<file path="src/rtl/uart_pkg.sv">
// Shared UART definitions for the parity transmitter and receiver.
//   - uart_state_e    : frame state encoding (3-bit)
//   - TICKS_PER_BIT   : oversampling ticks per serial bit
//   - DBIT_DEFAULT    : default data width
//   - SB_TICK_DEFAULT : default stop-state tick count
//   - EVEN / ODD      : parity-mode selectors
package uart_pkg;

    localparam int unsigned TICKS_PER_BIT   = 16;
    localparam int unsigned DBIT_DEFAULT    = 8;
    localparam int unsigned SB_TICK_DEFAULT = 16;

    localparam bit EVEN = 1'b0;
    localparam bit ODD  = 1'b1;

    typedef enum logic [2:0] {
        IDLE   = 3'd0,
        START  = 3'd1,
        DATA   = 3'd2,
        PARITY = 3'd3,
        STOP   = 3'd4
    } uart_state_e;

endpackage

</file>
<file path="src/rtl/uart_tx_parity_if.sv">
// Request/serial-line bundle of the parity UART transmitter.
//   master : requester side (drives tx_start, s_tick, din)
//   slave  : transmitter side (drives tx, busy, tx_done_tick)
interface uart_tx_parity_if;

    logic       tx_start;
    logic       s_tick;
    logic [7:0] din;
    logic       tx;
    logic       busy;
    logic       tx_done_tick;

    modport master (
        output tx_start, s_tick, din,
        input  tx, busy, tx_done_tick
    );

    modport slave (
        input  tx_start, s_tick, din,
        output tx, busy, tx_done_tick
    );

endinterface

</file>
<file path="src/rtl/uart_tx_parity.sv">
// UART transmitter with parity: start bit, DBIT data bits LSB first,
// one parity bit, then SB_TICK ticks of stop, paced by a 16x s_tick.
//   clk     : system clock, rising edge
//   reset_n : asynchronous active-low reset
//   bus     : slave modport (tx_start, s_tick, din in; tx, busy,
//             tx_done_tick out). tx is registered, busy is decoded from
//             the state register, tx_done_tick is a one-cycle
//             combinational pulse on the final stop tick.
module uart_tx_parity
    import uart_pkg::*;
#(
    parameter int unsigned DBIT       = DBIT_DEFAULT,
    parameter int unsigned SB_TICK    = SB_TICK_DEFAULT,
    parameter bit          PARITY_ODD = EVEN
) (
    input  logic             clk,
    input  logic             reset_n,
    uart_tx_parity_if.slave  bus
);

    localparam int unsigned SW = (SB_TICK > 16) ? 5 : 4;
    localparam int unsigned NW = 3;

    uart_state_e     state_q, state_d;
    logic [SW-1:0]   s_q, s_d;
    logic [NW-1:0]   n_q, n_d;
    logic [DBIT-1:0] b_q, b_d;
    logic            p_q, p_d;
    logic            tx_q, tx_d;
    logic            done_c;

    // State and datapath registers
    always_ff @(posedge clk or negedge reset_n) begin
        if (!reset_n) begin
            state_q <= IDLE;
            s_q     <= '0;
            n_q     <= '0;
            b_q     <= '0;
            p_q     <= 1'b0;
            tx_q    <= 1'b1;
        end else begin
            state_q <= state_d;
            s_q     <= s_d;
            n_q     <= n_d;
            b_q     <= b_d;
            p_q     <= p_d;
            tx_q    <= tx_d;
        end
    end

    // Next state, datapath update and line level; tx_d follows the
    // current state so the line lags each state change by one clock.
    always_comb begin
        state_d = state_q;
        s_d     = s_q;
        n_d     = n_q;
        b_d     = b_q;
        p_d     = p_q;
        tx_d    = tx_q;
        done_c  = 1'b0;

        case (state_q)
            IDLE: begin
                tx_d = 1'b1;
                if (bus.tx_start) begin
                    b_d     = bus.din[DBIT-1:0];
                    p_d     = PARITY_ODD;
                    s_d     = '0;
                    state_d = START;
                end
            end
            START: begin
                tx_d = 1'b0;
                if (bus.s_tick) begin
                    if (s_q == SW'(TICKS_PER_BIT - 1)) begin
                        s_d     = '0;
                        n_d     = '0;
                        state_d = DATA;
                    end else begin
                        s_d = s_q + SW'(1);
                    end
                end
            end
            DATA: begin
                tx_d = b_q[0];
                if (bus.s_tick) begin
                    if (s_q == SW'(TICKS_PER_BIT - 1)) begin
                        s_d = '0;
                        // Parity accumulates each bit as it leaves the shifter
                        p_d = p_q ^ b_q[0];
                        b_d = b_q >> 1;
                        if (n_q == NW'(DBIT - 1)) begin
                            state_d = PARITY;
                        end else begin
                            n_d = n_q + NW'(1);
                        end
                    end else begin
                        s_d = s_q + SW'(1);
                    end
                end
            end
            PARITY: begin
                tx_d = p_q;
                if (bus.s_tick) begin
                    if (s_q == SW'(TICKS_PER_BIT - 1)) begin
                        s_d     = '0;
                        state_d = STOP;
                    end else begin
                        s_d = s_q + SW'(1);
                    end
                end
            end
            STOP: begin
                tx_d = 1'b1;
                if (bus.s_tick) begin
                    if (s_q == SW'(SB_TICK - 1)) begin
                        done_c  = 1'b1;
                        state_d = IDLE;
                    end else begin
                        s_d = s_q + SW'(1);
                    end
                end
            end
            default: begin
                tx_d    = 1'b1;
                state_d = IDLE;
            end
        endcase
    end

    assign bus.tx           = tx_q;
    assign bus.busy         = (state_q != IDLE);
    assign bus.tx_done_tick = done_c;

endmodule

</file>
<file path="src/flat_wrapper.sv">
// flat-port wrapper written by rule: the top's interface ports become plain ports
module uart_tx_parity_flat import uart_pkg::*;
#(
    parameter int unsigned DBIT       = DBIT_DEFAULT,
    parameter int unsigned SB_TICK    = SB_TICK_DEFAULT,
    parameter bit          PARITY_ODD = EVEN
)
  (clk, reset_n, bus_tx_start, bus_s_tick, bus_din, bus_tx, bus_busy, bus_tx_done_tick);
  uart_tx_parity_if bus_i ();
  input  logic clk;
  input  logic reset_n;
  input wire logic [$bits(bus_i.tx_start)-1:0] bus_tx_start;
  input wire logic [$bits(bus_i.s_tick)-1:0] bus_s_tick;
  input wire logic [$bits(bus_i.din)-1:0] bus_din;
  output wire logic [$bits(bus_i.tx)-1:0] bus_tx;
  output wire logic [$bits(bus_i.busy)-1:0] bus_busy;
  output wire logic [$bits(bus_i.tx_done_tick)-1:0] bus_tx_done_tick;
  assign bus_i.tx_start = bus_tx_start;
  assign bus_i.s_tick = bus_s_tick;
  assign bus_i.din = bus_din;
  assign bus_tx = bus_i.tx;
  assign bus_busy = bus_i.busy;
  assign bus_tx_done_tick = bus_i.tx_done_tick;
  uart_tx_parity #(.DBIT(DBIT), .SB_TICK(SB_TICK), .PARITY_ODD(PARITY_ODD)) u_core (.clk(clk), .reset_n(reset_n), .bus(bus_i));
endmodule
</file>
<file path="config.mk">
export PLATFORM = sky130hd
export DESIGN_NAME = uart_tx_parity_flat
export DESIGN_NICKNAME = d
export VERILOG_FILES = /design/src/rtl/uart_pkg.sv /design/src/rtl/uart_tx_parity_if.sv /design/src/rtl/uart_tx_parity.sv /design/src/flat_wrapper.sv
export SDC_FILE = /design/constraint.sdc
export NUM_CORES = 1
export LEC_CHECK = 0
export ABC_AREA = 1
export BUFFER_PORTS_ARGS = -buffer_cell sky130_fd_sc_hd__clkbuf_2
export CAP_MARGIN = 10
export CORE_MARGIN = 5
export CORE_UTILIZATION = 53
export CTS_BUF_LIST = sky130_fd_sc_hd__clkbuf_2 sky130_fd_sc_hd__clkbuf_4 sky130_fd_sc_hd__clkbuf_8
export DETAILED_ROUTE_END_ITERATION = 7
export PLACE_DENSITY = 0.77
export SYNTH_ARGS = -nofsm -noshare
export SYNTH_HDL_FRONTEND = slang
export SYNTH_SLANG_ARGS = --single-unit
export TNS_END_PERCENT = 1
</file>
<file path="constraint.sdc">
create_clock -name clk -period 1.2 [get_ports clk]
set_input_delay 0.12 -clock clk [delete_from_list [all_inputs] [get_ports clk]]
set_output_delay 0.12 -clock clk [all_outputs]
set_load 0.02 [all_outputs]
</file>
==> results of run 1 <==
==> worst min path at each step <==
stage,endpoint,slack (ps)
2_1_floorplan,u_core.b_q[0],-180
3_3_place_gp,u_core.n_q[0],110
3_5_place_dp,u_core.n_q[2],120
4_1_cts,u_core.b_q[7],60
5_1_grt,u_core.b_q[7],50
6_report,u_core.b_q[7],60
==> worst min-delay path: cells and delay by family <==
kind / cells / cell delay (ps)
compound gates: 1 / 70
buf+inv: 2 / 130
==> final cells by class <==
| type | count | area share, % |
|---|---|---|
| multi-input cells | 111 | 42.6 |
| flip-flops and latches | 20 | 31.4 |
| repair buffers | 38 | 16.6 |
| inverters | 22 | 5.38 |
| well taps | 28 | 2.18 |
| clock buffers | 4 | 1.87 |
==> power breakdown <==
part           switching (mW)  internal [mW]  total [mW]
Combinational            1.45           1.06        2.51
Clock                   0.199          0.152       0.350
Sequential              0.178          0.951        1.13
==> repair_timing <==
item / CTS / global route
pin swaps: 5 / 6
hold endpoints to repair: 19 / 0
buffers inserted: 4 / 2
setup endpoints to repair: 22 / 22
hold buffers: 1 / 0
gates resized for setup: 9 / 12
==> logic make-up after synthesis <==
family          count (synthesis)  synth area share [%]
compound gates                 23                  13.4
xor+xnor                        2                  1.44
simple gates                   83                  31.9
fa+ha+maj                       3                  3.08
flops                          20                  41.2
buf+inv                        24                  9.04
==> per-stage QoR <==
stage | setup WS, ps | TNS [ps] | hold slack, ps
after floorplan | -78.6 | -905 | -176
final | -226 | -3670 | 64.3
after global placement | -88.2 | -1310 | 114
after global routing | -310 | -5180 | 54.7
after CTS | -238 | -3290 | 56.9
after detailed placement | -166 | -2130 | 118
==> sequential cells by signal, indices dropped and copies added, names as in the netlist <==
signal / flops
u_core.b_q: 8
u_core.p_q: 1
u_core.n_q: 3
u_core.s_q: 4
u_core.state_q: 3
u_core.bus.tx: 1
==> synth_stat cells <==
cell type,count,share of area (%)
xnor2_1,1,0.72
o21ai_0,6,2.5
inv_4,1,0.51
nand2_2,1,0.51
clkinv_1,1,0.31
o21ai_2,7,5.0
buf_2,1,0.41
o22ai_2,1,1.0
dfrtp_1,19,39
inv_1,17,5.2
nand3_2,2,1.6
ha_1,3,3.1
a21oi_1,1,0.41
nand3b_1,2,1.2
o2111ai_1,1,0.72
inv_2,3,0.92
nand2_1,55,17
nand2_4,3,2.8
nor3_1,1,0.41
xor2_1,1,0.72
nor2_4,1,0.92
o21ai_1,3,1.2
nor2_1,4,1.2
nand4_1,1,0.51
nor2_2,3,1.5
nand3_1,10,4.1
dfstp_2,1,2.2
o21bai_1,4,2.5
buf_12,1,1.6
==> per-layer routing <==
layer | vias to the layer above | wire, um | share of wire [%]
li1 | 572 | - | -
met1 | 488 | 1220 | 46
met2 | 21 | 1270 | 48
met3 | 11 | 80 | 3.0
met4 | 0 | 91 | 3.4
met5 | - | 0 | 0
==> flow_summary.toml, run 1 <==
[critical_path]
cp_num_cells = 6
endpoint = "bus_tx_done_tick"
cp-end-kind = "output pin"
cp-startpoint = "u_core.s_q[1]"
arrival_ps = 1310
crit_path_cell_trace = "ha_4 > nand3_4 > clkinv_2 > nand2_2 > nor2_1 > buf_4"
slowest_stage = "dfrtp_1"
cp.required_ps = 1080
critPathLaunchType = "flip-flop"
crit_buf_inv = 2
critical-path-top-delay-family = "flip-flops"
critPathKind = "reg2out"
r2r_end = "u_core.state_q[0]"
r2r_start = "u_core.state_q[0]"
reg2reg_depth = 8
cp_max_fo = 3
r2r_slack_ps = -220
slowest_delay_ps = 420

[drt]
routed_wl_um = 2660
drc = 0
via_count = 1092
first_pass_iters = 4
final_antenna_net_count = 0
viasPerCell = 4.90
wl_per_cell_um = 11.9
drtIter0Drc = 40

[global_route]
busiest_layer = "met2"
grt_util_met3_pct = 2.45
use_met1_pct = 21.4
track_usage_pct = 16.6
overflow = 0
grt_pass1_wl_um = 4410
grt_pass1_vias = 1048
use_met2_pct = 27.4
antenna_found_initial = 0
grt_max_degree = 21

[final_layout]
mostFrequentLayoutCell = "nand2_1"
drive_gt1_share_pct = 40.0
fillCellCount = 171
design_area_um2 = 1600
multi_input_comb_area_um2 = 683
final_util_pct = 72.5
nNetsFinal = 211
regArea_um2 = 503
syn_to_final_growth_pct = 31.8
antenna_cells = 0
layout.cells.non_filler = 223
mostFrequentLayoutCells = "nand2_1, buf_4, dfrtp_1, inv_1, clkbuf_2"

[pwr]
powerDensity_nw_per_um2 = 2490
peakVddDrop_mv = 1.29
total_power_mw = 3.99
leakagePower_nw = 0.874

[timing]
worst_pin_slew_ps = 515
finalCritPeriodShare_pct = 119
finClkSkew_ps = 5.05
layout_setup_ws_ps = -226
fin_crit_ps = 1430
setup_viol = 22
maxSlewHeadroom_pct = 65.6
slew_viol_final = 0
fmax_mhz = 701
hold_viol = 0
rsz0062_at_grt = "yes"

[min_path]
min_path_type = "in2reg"
hold_depth = 3
hold_start = "bus_din[7]"

[clock_tree]
cts_tree = "done"
path_clk_slew_ps = 110
clkSinkCount = 20
cts_buffers = 3
cts_max_path_buffers = 2
insertion_delay_ps = 290
cts-htree-levels = 1
cts_root_buf = "clkbuf_4"

[synth]
synth_seq_cells = 20
synth_seq_area_share_pct = 41.2
ys_types = 29
syn-num-nets = 170
synth_area_um2 = 1220
syn_area_per_cell_um2 = 7.85
syn_inst = 155
yosysWarnings = 0

[place]
io_buffers = 14
routabilityCongestion = 0.850
post_dp_cell_area_um2 = 1460
hpwlAfterDp_um = 1980
place_inst = 212

[floorplan]
die_w_um = 57.9
pin_count = 15
die_area_um2 = 3360
die_h_um = 57.9
start_util_pct = 55.0
core_um2 = 2210
placementRows = 17

[status]
status = "finished, violations left"
violations = "negative setup slack"

[run]
cap_violations = 0
No activity file was read; power rests on OpenSTA's default activity.
==> inputs of run 2 (changes only) <==
--- a/config.mk
+++ b/config.mk
@@ -12,7 +12,7 @@
 export CORE_UTILIZATION = 53
 export CTS_BUF_LIST = sky130_fd_sc_hd__clkbuf_2 sky130_fd_sc_hd__clkbuf_4 sky130_fd_sc_hd__clkbuf_8
 export DETAILED_ROUTE_END_ITERATION = 7
-export PLACE_DENSITY = 0.77
+export PLACE_DENSITY = 0.85
 export SYNTH_ARGS = -nofsm -noshare
 export SYNTH_HDL_FRONTEND = slang
 export SYNTH_SLANG_ARGS = --single-unit
==> run 2 against run 1 <==
  * The flow still finishes with violations (negative setup slack)
  * Core utilization increased by 1.5 points
  * Cell count down 1.3%
  * Design area rose by 2.1%
  * Count of clock-buffer cells in the layout shrank 1
  * Register-to-register slack about the same
  * Non-clock buffer count shrank 3
  * Global-route usage up 1.8 points
  * Power rose by 4.0%
  * Die area did not move
  * Critical path type unchanged
  * Critical endpoint unchanged
==> flow_summary.toml, run 2 (synthesis results as in run 1) <==
[global_route]
grt_pass1_wl_um = 4860
grt_pass1_vias = 1147
antenna_found_initial = 0
overflow = 0
track_usage_pct = 18.5
grt_max_degree = 21

[drt]
first_pass_iters = 5
drtIter0Drc = 61
wl_per_cell_um = 13.3
routed_wl_um = 2920
drc = 0
final_antenna_net_count = 0
via_count = 1151
viasPerCell = 5.23

[timing]
fmax_mhz = 692
layout_setup_ws_ps = -246
maxSlewHeadroom_pct = 65.5
finalCritPeriodShare_pct = 120
fin_hold_ws_ps = 61.1
hold_viol = 0
fin_crit_ps = 1450
worst_pin_slew_ps = 518
finClkSkew_ps = 3.64
setup_viol = 22
rsz0062_at_grt = "yes"
slew_viol_final = 0

[place]
place_inst = 211
hpwlAfterDp_um = 2000
routabilityCongestion = 0.846
io_buffers = 14
post_dp_cell_area_um2 = 1470

[critical_path]
cp_max_fo = 3
critPathLaunchType = "flip-flop"
critPathKind = "reg2out"
cp-end-kind = "output pin"
cp.required_ps = 1080
r2r_slack_ps = -220
arrival_ps = 1330

[clock_tree]
cts_max_path_buffers = 2
clkSinkCount = 20
path_clk_slew_ps = 120
cts_buffers = 3
cts-htree-levels = 1
cts_root_buf = "clkbuf_4"
insertion_delay_ps = 310
cts_tree = "done"

[pwr]
leakagePower_nw = 0.884
pwr-share-seq_pct = 27.7
swShare_pct = 44.1
internal_power_mw = 2.32
p_comb_share_pct = 58.7
total_power_mw = 4.15
powerDensity_nw_per_um2 = 2530
p_switching_mw = 1.83
peakVddDrop_mv = 1.85
power_frac_clock_pct = 13.6

[final_layout]
largest_register_ffs = 8
design_area_um2 = 1640
syn_to_final_growth_pct = 34.5
mostFrequentLayoutCell = "nand2_1"
antenna_cells = 0
top_register = "u_core.b_q"
final_util_pct = 74.0
layout.cells.non_filler = 220
drive_gt1_share_pct = 40.6
mostFrequentLayoutCells = "nand2_1, buf_4, inv_1, dfrtp_1, clkbuf_2"
reg_top3 = "u_core.b_q (8), u_core.s_q (4)"
nNetsFinal = 208

[floorplan]
core_um2 = 2210
die_w_um = 57.9
die_h_um = 57.9
start_util_pct = 55.0
placementRows = 17
die_area_um2 = 3360
pin_count = 15

[status]
violations = "negative setup slack"
status = "finished, violations left"

[min_path]
min_path_type = "in2reg"

[run]
cap_violations = 0
-- run 2: per-stage QoR --
step	setup TNS (ps)	worst slack [ps]
6_report	-4310	-246
3_3_place_gp	-1090	-90.3
3_5_place_dp	-2120	-203
2_1_floorplan	-905	-78.6
5_1_grt	-5860	-313
4_1_cts	-3390	-270
-- run 2: worst paths after layout --
path	start	endpoint	cells after the start
max	u_core.s_q[1]	bus_tx_done_tick	6
min	bus_din[7]	u_core.b_q[7]	3
max reg2reg	u_core.s_q[1]	u_core.s_q[0]	8
min reg2reg	u_core.b_q[5]	u_core.b_q[5]	2
max in group asynchronous	reset_n	u_core.state_q[0]	2
min in group asynchronous	reset_n	u_core.n_q[0]	2
-- run 2: final cells by class --
type                            instances  area (um^2)
Clock inverter                          1         30.0
Inverter                               22         87.6
Fill cell                             155          574
Sequential cell                        20          504
Multi-Input combinational cell        111          699
Tap cell                               28         35.0
Timing Repair Buffer                   35          259
Clock buffer                            3         22.5
-- run 2: per-layer routing --
metal  up-vias  GRT usage, %  routed length, um
met5         -             0                  0
met4         0          8.28                 64
met3         8          3.12                128
met2        32          33.9               1610
met1       543          20.6               1120
li1        568             -                  -
-- run 2: repair_timing --
action / 4_1_cts / 5_1_grt
hold buffers: 1 / 0
setup buffers: 2 / 2
resized for setup: 11 / 16
endpoints found under the setup margin: 22 / 22
endpoints found under the hold margin: 19 / 0
pin swaps: 4 / 7
-- run 2: worst max-delay path: stages, from the launching register on --
cell     delay (ps)
dfrtp_1         410
ha_4            170
nand3_4         100
inv_4            80
nand2_4          50
nor2_4           80
buf_6           120
-- run 2: power groups by stage --
stage / Combinational, mW / Clock, mW / Sequential [mW]
after detailed placement: 2.16 / 0 / 1.15
after global placement: 2.06 / 0 / 1.13
after floorplan: 1.44 / 0 / 1.18
after CTS: 2.26 / 0.573 / 1.15
final: 2.43 / 0.564 / 1.15
after global routing: 2.69 / 0.607 / 1.18
